--- src/rtl/key_conditioner.sv ---
// key_conditioner: per-channel push-button synchronizer, debouncer, press/release
// edge pulses and optional auto-repeat.
// Optional feature: define KEY_CONDITIONER_AUTOREPEAT_EN to build the repeat FSM;
// without it key_repeat is tied low and the repeat logic is not built.

module key_conditioner_lane #(
    parameter int DEBOUNCE_CYCLES = 1000,
    parameter int ACTIVE_LOW      = 1,
    parameter int REPEAT_DELAY    = 25000,
    parameter int REPEAT_PERIOD   = 5000
) (
    input  logic i_clk,
    input  logic i_rst,
    input  logic i_key,
    output logic o_level,
    output logic o_level_nxt,
    output logic o_press,
    output logic o_release,
    output logic o_repeat
);
    // Raw level of a key that is not being pressed.
    localparam logic REL_LVL = (ACTIVE_LOW != 0);
    localparam int DW = $clog2(DEBOUNCE_CYCLES) + 1;
    localparam logic [DW-1:0] DB_LAST = DW'(DEBOUNCE_CYCLES - 1);

    logic [1:0]    r_sync;
    logic [DW-1:0] r_dcnt;
    logic          r_level;
    logic          r_press;
    logic          r_release;
    logic          w_p;
    logic          w_diff;
    logic          w_accept;
    logic          w_press_nxt;
    logic          w_rel_nxt;

    // Two-flop synchronizer; reset parks it at the released level so no
    // spurious press is seen as reset drops.
    always_ff @(posedge i_clk) begin
        if (i_rst) r_sync <= {2{REL_LVL}};
        else       r_sync <= {r_sync[0], i_key};
    end

    assign w_p         = (ACTIVE_LOW != 0) ? ~r_sync[1] : r_sync[1];
    assign w_diff      = w_p ^ r_level;
    // The cycle the counter already holds DEBOUNCE_CYCLES-1 is the last
    // differing cycle needed, so the level flips on this edge.
    assign w_accept    = w_diff && (r_dcnt >= DB_LAST);
    assign w_press_nxt = w_accept & w_p;
    assign w_rel_nxt   = w_accept & ~w_p;
    assign o_level_nxt = w_accept ? w_p : r_level;

    // Debounce counter, accepted level and registered edge pulses.
    always_ff @(posedge i_clk) begin
        if (i_rst) begin
            r_dcnt    <= '0;
            r_level   <= 1'b0;
            r_press   <= 1'b0;
            r_release <= 1'b0;
        end else begin
            r_level   <= o_level_nxt;
            r_press   <= w_press_nxt;
            r_release <= w_rel_nxt;
            if (!w_diff || w_accept) r_dcnt <= '0;
            else if (r_dcnt != '1)   r_dcnt <= r_dcnt + 1'b1;
        end
    end

    assign o_level   = r_level;
    assign o_press   = r_press;
    assign o_release = r_release;

`ifdef KEY_CONDITIONER_AUTOREPEAT_EN
    localparam int RMAX = (REPEAT_DELAY > REPEAT_PERIOD) ? REPEAT_DELAY : REPEAT_PERIOD;
    localparam int RW = $clog2(RMAX) + 1;
    localparam logic [RW-1:0] RD_LAST = RW'(REPEAT_DELAY - 1);
    localparam logic [RW-1:0] RP_LAST = RW'(REPEAT_PERIOD - 1);
    localparam logic [1:0] ST_RELEASED    = 2'd0;
    localparam logic [1:0] ST_HELD_DELAY  = 2'd1;
    localparam logic [1:0] ST_HELD_REPEAT = 2'd2;

    logic [1:0]    r_state;
    logic [RW-1:0] r_rcnt;
    logic          r_repeat;

    // Repeat FSM advances on the same edge the press/release pulse is
    // registered, so release always wins over a coincident repeat.
    always_ff @(posedge i_clk) begin
        if (i_rst) begin
            r_state  <= ST_RELEASED;
            r_rcnt   <= '0;
            r_repeat <= 1'b0;
        end else begin
            r_repeat <= 1'b0;
            case (r_state)
                ST_RELEASED: begin
                    r_rcnt <= '0;
                    if (w_press_nxt) r_state <= ST_HELD_DELAY;
                end
                ST_HELD_DELAY: begin
                    if (w_rel_nxt) begin
                        r_state <= ST_RELEASED;
                        r_rcnt  <= '0;
                    end else if (r_rcnt >= RD_LAST) begin
                        r_state  <= ST_HELD_REPEAT;
                        r_rcnt   <= '0;
                        r_repeat <= 1'b1;
                    end else if (r_rcnt != '1) begin
                        r_rcnt <= r_rcnt + 1'b1;
                    end
                end
                ST_HELD_REPEAT: begin
                    if (w_rel_nxt) begin
                        r_state <= ST_RELEASED;
                        r_rcnt  <= '0;
                    end else if (r_rcnt >= RP_LAST) begin
                        r_rcnt   <= '0;
                        r_repeat <= 1'b1;
                    end else if (r_rcnt != '1) begin
                        r_rcnt <= r_rcnt + 1'b1;
                    end
                end
                default: begin
                    r_state <= ST_RELEASED;
                    r_rcnt  <= '0;
                end
            endcase
        end
    end

    assign o_repeat = r_repeat;
`else
    assign o_repeat = 1'b0;
`endif
endmodule

module key_conditioner #(
    parameter int CHANNELS        = 4,
    parameter int DEBOUNCE_CYCLES = 1000,
    parameter int ACTIVE_LOW      = 1,
    parameter int REPEAT_DELAY    = 25000,
    parameter int REPEAT_PERIOD   = 5000
) (
    input  logic                CLOCK_50,
    input  logic                RESET,
    input  logic [CHANNELS-1:0] KEY,
    output logic [CHANNELS-1:0] key_level,
    output logic [CHANNELS-1:0] key_press,
    output logic [CHANNELS-1:0] key_release,
    output logic [CHANNELS-1:0] key_repeat,
    output logic                any_pressed
);
    logic [CHANNELS-1:0] w_level_nxt;
    logic                r_any;

    for (genvar g = 0; g < CHANNELS; g++) begin : g_lane
        key_conditioner_lane #(
            .DEBOUNCE_CYCLES (DEBOUNCE_CYCLES),
            .ACTIVE_LOW      (ACTIVE_LOW),
            .REPEAT_DELAY    (REPEAT_DELAY),
            .REPEAT_PERIOD   (REPEAT_PERIOD)
        ) u_lane (
            .i_clk       (CLOCK_50),
            .i_rst       (RESET),
            .i_key       (KEY[g]),
            .o_level     (key_level[g]),
            .o_level_nxt (w_level_nxt[g]),
            .o_press     (key_press[g]),
            .o_release   (key_release[g]),
            .o_repeat    (key_repeat[g])
        );
    end

    // any_pressed is built from next-level so it lands on the same edge as key_level.
    always_ff @(posedge CLOCK_50) begin
        if (RESET) r_any <= 1'b0;
        else       r_any <= |w_level_nxt;
    end

    assign any_pressed = r_any;
endmodule

--- config.mk ---
export PLATFORM = sky130hd
export DESIGN_NAME = key_conditioner
export DESIGN_NICKNAME = d
export VERILOG_FILES = /design/src/rtl/key_conditioner.sv
export SDC_FILE = /design/constraint.sdc
export NUM_CORES = 1
export LEC_CHECK = 0
export ABC_AREA = 0
export CORE_UTILIZATION = 40
export CTS_CLUSTER_DIAMETER = 30
export DETAILED_ROUTE_END_ITERATION = 8
export SLEW_MARGIN = 20
export SYNTH_ARGS = -nofsm -noshare
export SYNTH_HDL_FRONTEND = slang
export SYNTH_SLANG_ARGS = --single-unit
--- constraint.sdc ---
create_clock -name CLOCK_50 -period 3.5 [get_ports CLOCK_50]
set_input_delay 0.35 -clock CLOCK_50 [delete_from_list [all_inputs] [get_ports CLOCK_50]]
set_output_delay 0.35 -clock CLOCK_50 [all_outputs]
set_load 0.02 [all_outputs]
==> flow_summary.json, run 1 <==
{
  "gp_congestion": 0.782,
  "p_per_area_nw_per_um2": 489,
  "power_mw": 1.52,
  "yosys_most_used_dff": "dfxtp_1",
  "maxCapViolations": 0,
  "clk_latency_ns": 0.34,
  "hold_class": "reg -> reg",
  "core_um2": 6460,
  "synth_commonest_cells": "dfxtp_1, nor2_1, nand2_1",
  "drc": 6,
  "syn_area_per_cell_um2": 9.25,
  "synth.largest_area_cell": "dfxtp_1",
  "arrival_ns": 2.07,
  "ys_seq_area_share_pct": 47.9,
  "endpoint_kind": "flip-flop",
  "critPathLaunchType": "flip-flop",
  "violations": "design-rule violations",
  "drive_above_1_share_pct": 12.7,
  "rows": 29,
  "dr.pass1.iters": 6,
  "finalHoldViolations": 0,
  "root_buffer": "clkbuf_8",
  "fmax_mhz": 529,
  "required_ns": 3.68,
  "drt-wirelength-per-cell_um": 11.0,
  "route.vias.total": 1930,
  "postCtsSetupBuffers": 0,
  "finClkSkew_ns": 0.00783,
  "post_cts_resize_count": 0,
  "die-height_um": 84.4,
  "tns_ns": 0,
  "cp_cell_sequence": "ha_1 -> a211oi_1 -> nand2_1 -> a31oi_1 -> mux2i_1 -> a41oi_1",
  "netlist_area_um2": 2720,
  "antenna_found_initial": 0,
  "synth_edf_count": 0,
  "rsz0062_at_grt": "no",
  "die_area_um2": 7130,
  "clk_path_buf_depth": 2,
  "port_buffers": 18,
  "ant_nets": 0,
  "setup_viol": 0,
  "cts_hold_buf": 0,
  "yosysWarnings": 0,
  "critPathBufInv": 0,
  "slowest_delay_ns": 0.38,
  "grt_pass1_wl_um": 7810,
  "h-tree-depth": 3,
  "slew-limit-headroom_pct": 48.8,
  "crit_fanout": 5,
  "synthArstFlopShare_pct": 0,
  "drv_slew": 0,
  "finalCritPeriodShare_pct": 54.0,
  "die_w_um": 84.4,
  "grt_max_degree": 26,
  "synth_most_common_cell": "dfxtp_1",
  "dp_hpwl_um": 2950,
  "nets": 320,
  "path_class": "reg -> reg",
  "cp_slowest_cell": "a31oi_1",
  "grt_overflow": 0,
  "use_met3_pct": 4.42,
  "cts_sinks": 65,
  "yosys.area.top_type_share_pct": 47.9,
  "numCtsBuffers": 9,
  "synth_area_leaders": "dfxtp_1, xor2_1, buf_4",
  "synth_seq_cells": 65,
  "synthDistinctLibCells": 38,
  "path_clk_slew_ns": 0.07,
  "top_usage_layer": "met2",
  "antenna_cells": 0,
  "vdd_drop_max_uv": 257,
  "grt_pass1_vias": 1835,
  "ios": 23,
  "cts_tree": "done",
  "drt_iter0_drc": 78,
  "p_leak_nw": 1.13,
  "syn_to_final_growth_pct": 14.3,
  "use_met2_pct": 20.9,
  "cp_top_family": "compound AO/OA/AOI/OAI gates",
  "start_util_pct": 42.1,
  "syn_inst": 294,
  "routed_wl_um": 4300,
  "via_per_inst": 4.92,
  "grtUsageMet1_pct": 17.8,
  "grt_use_total_pct": 14.0,
  "status": "complete, but fails checks",
  "ff2ff_setup_slack_ns": 1.61,
  "worst_slew_pin_slew_ns": 0.765,
  "period_needed_ns": 1.89
}
-- final cells by class --
type,instances,area [um^2]
flip-flops and latches,65,1300
inverters,8,30.0
multi-input cells,208,1270
clock buffers,11,151
fillers,651,3350
well taps,77,96.3
repair buffers,18,180
clock inverters,5,77.6
-- state kept, by name (all words and copies together), names as in the netlist --
name                     cells
g_lane.u_lane.r_dcnt        44
g_lane.u_lane.r_sync         8
g_lane.u_lane.o_level        4
g_lane.u_lane.o_press        4
g_lane.u_lane.o_release      4
any_pressed                  1
-- worst reg2reg max path, delay by kind of cell, from the launching register on --
| family | cells | cell delay (ns) |
|---|---|---|
| simple gates | 1 | 0.07 |
| flops | 1 | 0.35 |
| fa+ha+maj | 1 | 0.26 |
| mux | 1 | 0.28 |
| compound gates | 3 | 0.77 |
-- stage by stage --
step                      hold WS, ns  area [um^2]  instances  worst slack (ns)  util (%)
after floorplan                 0.389         2750        301              1.82         -
after global placement          0.394         2880        376              1.52      44.6
after detailed placement        0.398         2880        376              1.48      44.6
after CTS                       0.413         3110        392              1.59      48.1
after global routing            0.444         3110        392              1.42      48.1
final                           0.410         3110        392              1.61      48.1
-- kinds of logic after synthesis --
kind of cell               count (synthesis)  share of synthesized area [%]
buffers and inverters                     28                           6.40
AOI/OAI and AO/OA                         38                           8.47
and+or+nand+nor                          124                           23.7
adders and majority gates                  4                           1.84
other                                      1                          0.138
muxes                                      7                           2.62
DFF                                       65                           47.9
xor gates and xnor gates                  27                           8.97
-- placed cells by master, fill, tap and decap left out, types with 2 or more instances in the layout --
| cell | n |
|---|---|
| a211oi_1 | 7 |
| a21oi_1 | 23 |
| a31oi_1 | 3 |
| a31oi_2 | 2 |
| and3_1 | 4 |
| and4_1 | 5 |
| bufinv_16 | 2 |
| clkbuf_8 | 11 |
| clkdlybuf4s50_1 | 18 |
| clkinv_2 | 2 |
| conb_1 | 8 |
| dfxtp_1 | 65 |
| ha_1 | 4 |
| inv_1 | 8 |
| mux2i_1 | 6 |
| nand2_1 | 28 |
| nand2b_1 | 2 |
| nand3_1 | 10 |
| nand4_1 | 11 |
| nor2_1 | 30 |
| nor2b_1 | 3 |
| nor3_1 | 10 |
| or2_2 | 13 |
| xnor2_1 | 10 |
| xor2_1 | 16 |
-- worst paths after layout --
kind,from,to,depth (start not counted)
hold / removal,g_lane[3].u_lane.r_sync[0]$_SDFF_PP1_,g_lane[3].u_lane.r_sync[1]$_SDFF_PP1_,1
hold reg to reg,g_lane[3].u_lane.r_sync[0]$_SDFF_PP1_,g_lane[3].u_lane.r_sync[1]$_SDFF_PP1_,1
setup / recovery,g_lane[0].u_lane.r_dcnt[0]$_SDFFE_PP0P_,any_pressed$_SDFF_PP0_,6
setup reg to reg,g_lane[0].u_lane.r_dcnt[0]$_SDFFE_PP0P_,any_pressed$_SDFF_PP0_,6
-- power breakdown --
group / internal (mW) / total, mW / switching (mW)
clock: 0.437 / 0.717 / 0.280
combinational: 0.0198 / 0.0449 / 0.0251
sequential: 0.751 / 0.757 / 0.00670
-- metal layers --
layer | vias to the layer above | share of wire, %
met5 | - | 0
met4 | 0 | 2.1
met3 | 10 | 4.4
met2 | 32 | 42
met1 | 870 | 51
li1 | 1018 | -
(Power assumes the default switching activity.)
==> run 2, diff against run 1 <==
- clock period: 3.5 -> 1.6 ns (I/O delays scaled with it)
==> run 2 against run 1 <==
Effect of this change: the flow still finishes with violations (design-rule violations); register-to-register slack worse by 1.6 ns; first-iteration DRC count down 41%; sequential power up 120%; cell count up 10%; die area unchanged; cell area up 16%; utilization up 7.6 points; wire length up 16%; critical path depth unchanged; largest power group unchanged.
==> flow_summary.json, run 2 (same netlist as run 1, synthesis figures left out) <==
{
  "status": "complete, but fails checks",
  "violations": "design-rule violations",
  "die-height_um": 84.4,
  "h-tree-depth": 3,
  "finalCritPeriodShare_pct": 97.8,
  "reg_top3": "g_lane.u_lane.r_dcnt (44), g_lane.u_lane.r_sync (8)",
  "cp_cell_sequence": "ha_4 -> a211oi_2 -> nand2_1 -> a31oi_4 -> mux2i_2 -> a41oi_2",
  "drc": 6,
  "clk_path_buf_depth": 2,
  "cts_tree": "done",
  "grt_overflow": 0,
  "ios": 23,
  "critPathBufInv": 0,
  "gp_congestion": 0.741,
  "rr_endpoint": "any_pressed$_SDFF_PP0_",
  "path_clk_slew_ns": 0.07,
  "p_per_area_nw_per_um2": 902,
  "critPathLaunchType": "flip-flop",
  "period_needed_ns": 1.56,
  "crit_fanout": 3,
  "grt_max_degree": 26,
  "cp_slowest_cell": "dfxtp_2",
  "final_cell_mix": "dfxtp_1, buf_4, nor2_1",
  "die_w_um": 84.4,
  "die_area_um2": 7130,
  "top_register": "g_lane.u_lane.r_dcnt",
  "cp-startpoint": "g_lane[1].u_lane.r_dcnt[1]$_SDFFE_PP0P_",
  "path_class": "reg -> reg",
  "setup_viol": 0,
  "endpoint_kind": "flip-flop",
  "grt_pass1_vias": 1955,
  "drt-wirelength-per-cell_um": 11.5,
  "maxCapViolations": 0,
  "fillers": 599,
  "route.vias.total": 2103,
  "multi_input_area_um2": 1440,
  "drive_above_1_share_pct": 31.7,
  "finClkSkew_ns": 0.00380,
  "regArea_um2": 1320,
  "drt_iter0_drc": 46,
  "port_buffers": 18,
  "final_util_pct": 55.7,
  "r2r_start": "g_lane[1].u_lane.r_dcnt[1]$_SDFFE_PP0P_",
  "grt_use_total_pct": 15.3,
  "numCtsBuffers": 9,
  "required_ns": 1.82,
  "arrival_ns": 1.78,
  "routed_wl_um": 4990,
  "final_common_cell": "dfxtp_1",
  "antenna_cells": 0,
  "ff2ff_setup_slack_ns": 0.04,
  "cp_top_family": "compound AO/OA/AOI/OAI gates",
  "finalHoldViolations": 0,
  "holdWs_ns": 0.378,
  "rsz0062_at_grt": "yes",
  "via_per_inst": 4.86,
  "cts_sinks": 65,
  "worstRegToRegCells": 6,
  "hold_class": "in -> reg",
  "crit_end": "any_pressed$_SDFF_PP0_",
  "vdd_drop_max_uv": 453,
  "slowest_delay_ns": 0.34,
  "power_mw": 3.24,
  "dp_hpwl_um": 3350,
  "nets": 361,
  "p_leak_nw": 1.36,
  "root_buffer": "clkbuf_8",
  "tns_ns": 0,
  "largest_reg_flops": 44,
  "grt_pass1_wl_um": 8460,
  "core_um2": 6460,
  "start_util_pct": 42.1,
  "drv_slew": 0,
  "syn_to_final_growth_pct": 32.4,
  "dr.pass1.iters": 6,
  "fmax_mhz": 639,
  "antenna_found_initial": 0,
  "clk_latency_ns": 0.34,
  "rows": 29,
  "ant_nets": 0,
  "crit_cells": 6
}
-- run 2: changes by cell type in the layout (fill, tap and decap cells not counted), sizes merged --
cell	change
clkbuf	+3
clkinv	-1
bufinv	-1
clkdlybuf4s50	-1
dlymetal6s2s	+1
clkinvlp	-1
buf	+41
-- run 2: final cells by class --
cell class	count	area share, %
flip-flops and latches	65	36.6
inverters	8	0.834
repair buffers	59	14.1
clock inverters	2	0.974
clock buffers	14	4.80
well taps	77	2.68
multi-input cells	208	40.1
-- run 2: report_power, final --
group	switching, mW	leakage [nW]	internal [mW]
logic	0.0651	0.723	0.0681
registers	0.0180	0.533	1.64
clock network	0.604	0.107	0.846
total	0.687	1.36	2.56
-- run 2: how the worst min path moves through the flow --
stage	start	end	slack, ns	cells past startpoint
after floorplan	KEY[0]	g_lane[0].u_lane.r_sync[0]$_SDFF_PP1_	0.26	1
after global placement	g_lane[2].u_lane.r_sync[0]$_SDFF_PP1_	g_lane[2].u_lane.r_sync[1]$_SDFF_PP1_	0.40	1
after detailed placement	g_lane[0].u_lane.r_sync[0]$_SDFF_PP1_	g_lane[0].u_lane.r_sync[1]$_SDFF_PP1_	0.40	1
after CTS	KEY[1]	g_lane[1].u_lane.r_sync[0]$_SDFF_PP1_	0.37	2
after global routing	KEY[1]	g_lane[1].u_lane.r_sync[0]$_SDFF_PP1_	0.39	2
final	KEY[1]	g_lane[1].u_lane.r_sync[0]$_SDFF_PP1_	0.38	2
-- run 2: repair_timing --
| action | CTS | global route |
|---|---|---|
| setup buffers | 1 | 3 |
| setup endpoints to repair | 18 | 40 |
| hold buffers | 0 | 0 |
| pin swaps | 6 | 16 |
| endpoints found under the hold margin | 0 | 0 |
| resized for setup | 9 | 33 |
-- run 2: routing by layer --
metal  vias to the layer above  global-route usage [%]  wire length, um
met5                         -                       0                0
met4                         0                    9.71              138
met3                        12                    4.52              173
met2                        26                    23.8             2210
met1                       962                    18.6             2470
li1                       1103                       -                -
-- run 2: per-stage QoR --
step	worst slack [ns]	area (um^2)	instances
final	0.0354	3600	433
after detailed placement	-0.0642	3190	413
after global placement	-0.0435	3190	413
after CTS	0.0000669	3450	430
after floorplan	-0.00329	2760	301
after global routing	-0.0387	3600	433
==> run 3, diff against run 2 <==
- CAP_MARGIN: unset -> 20
==> results of run 3 <==
Final layout, timing and power as in run 2 (identical DEF).
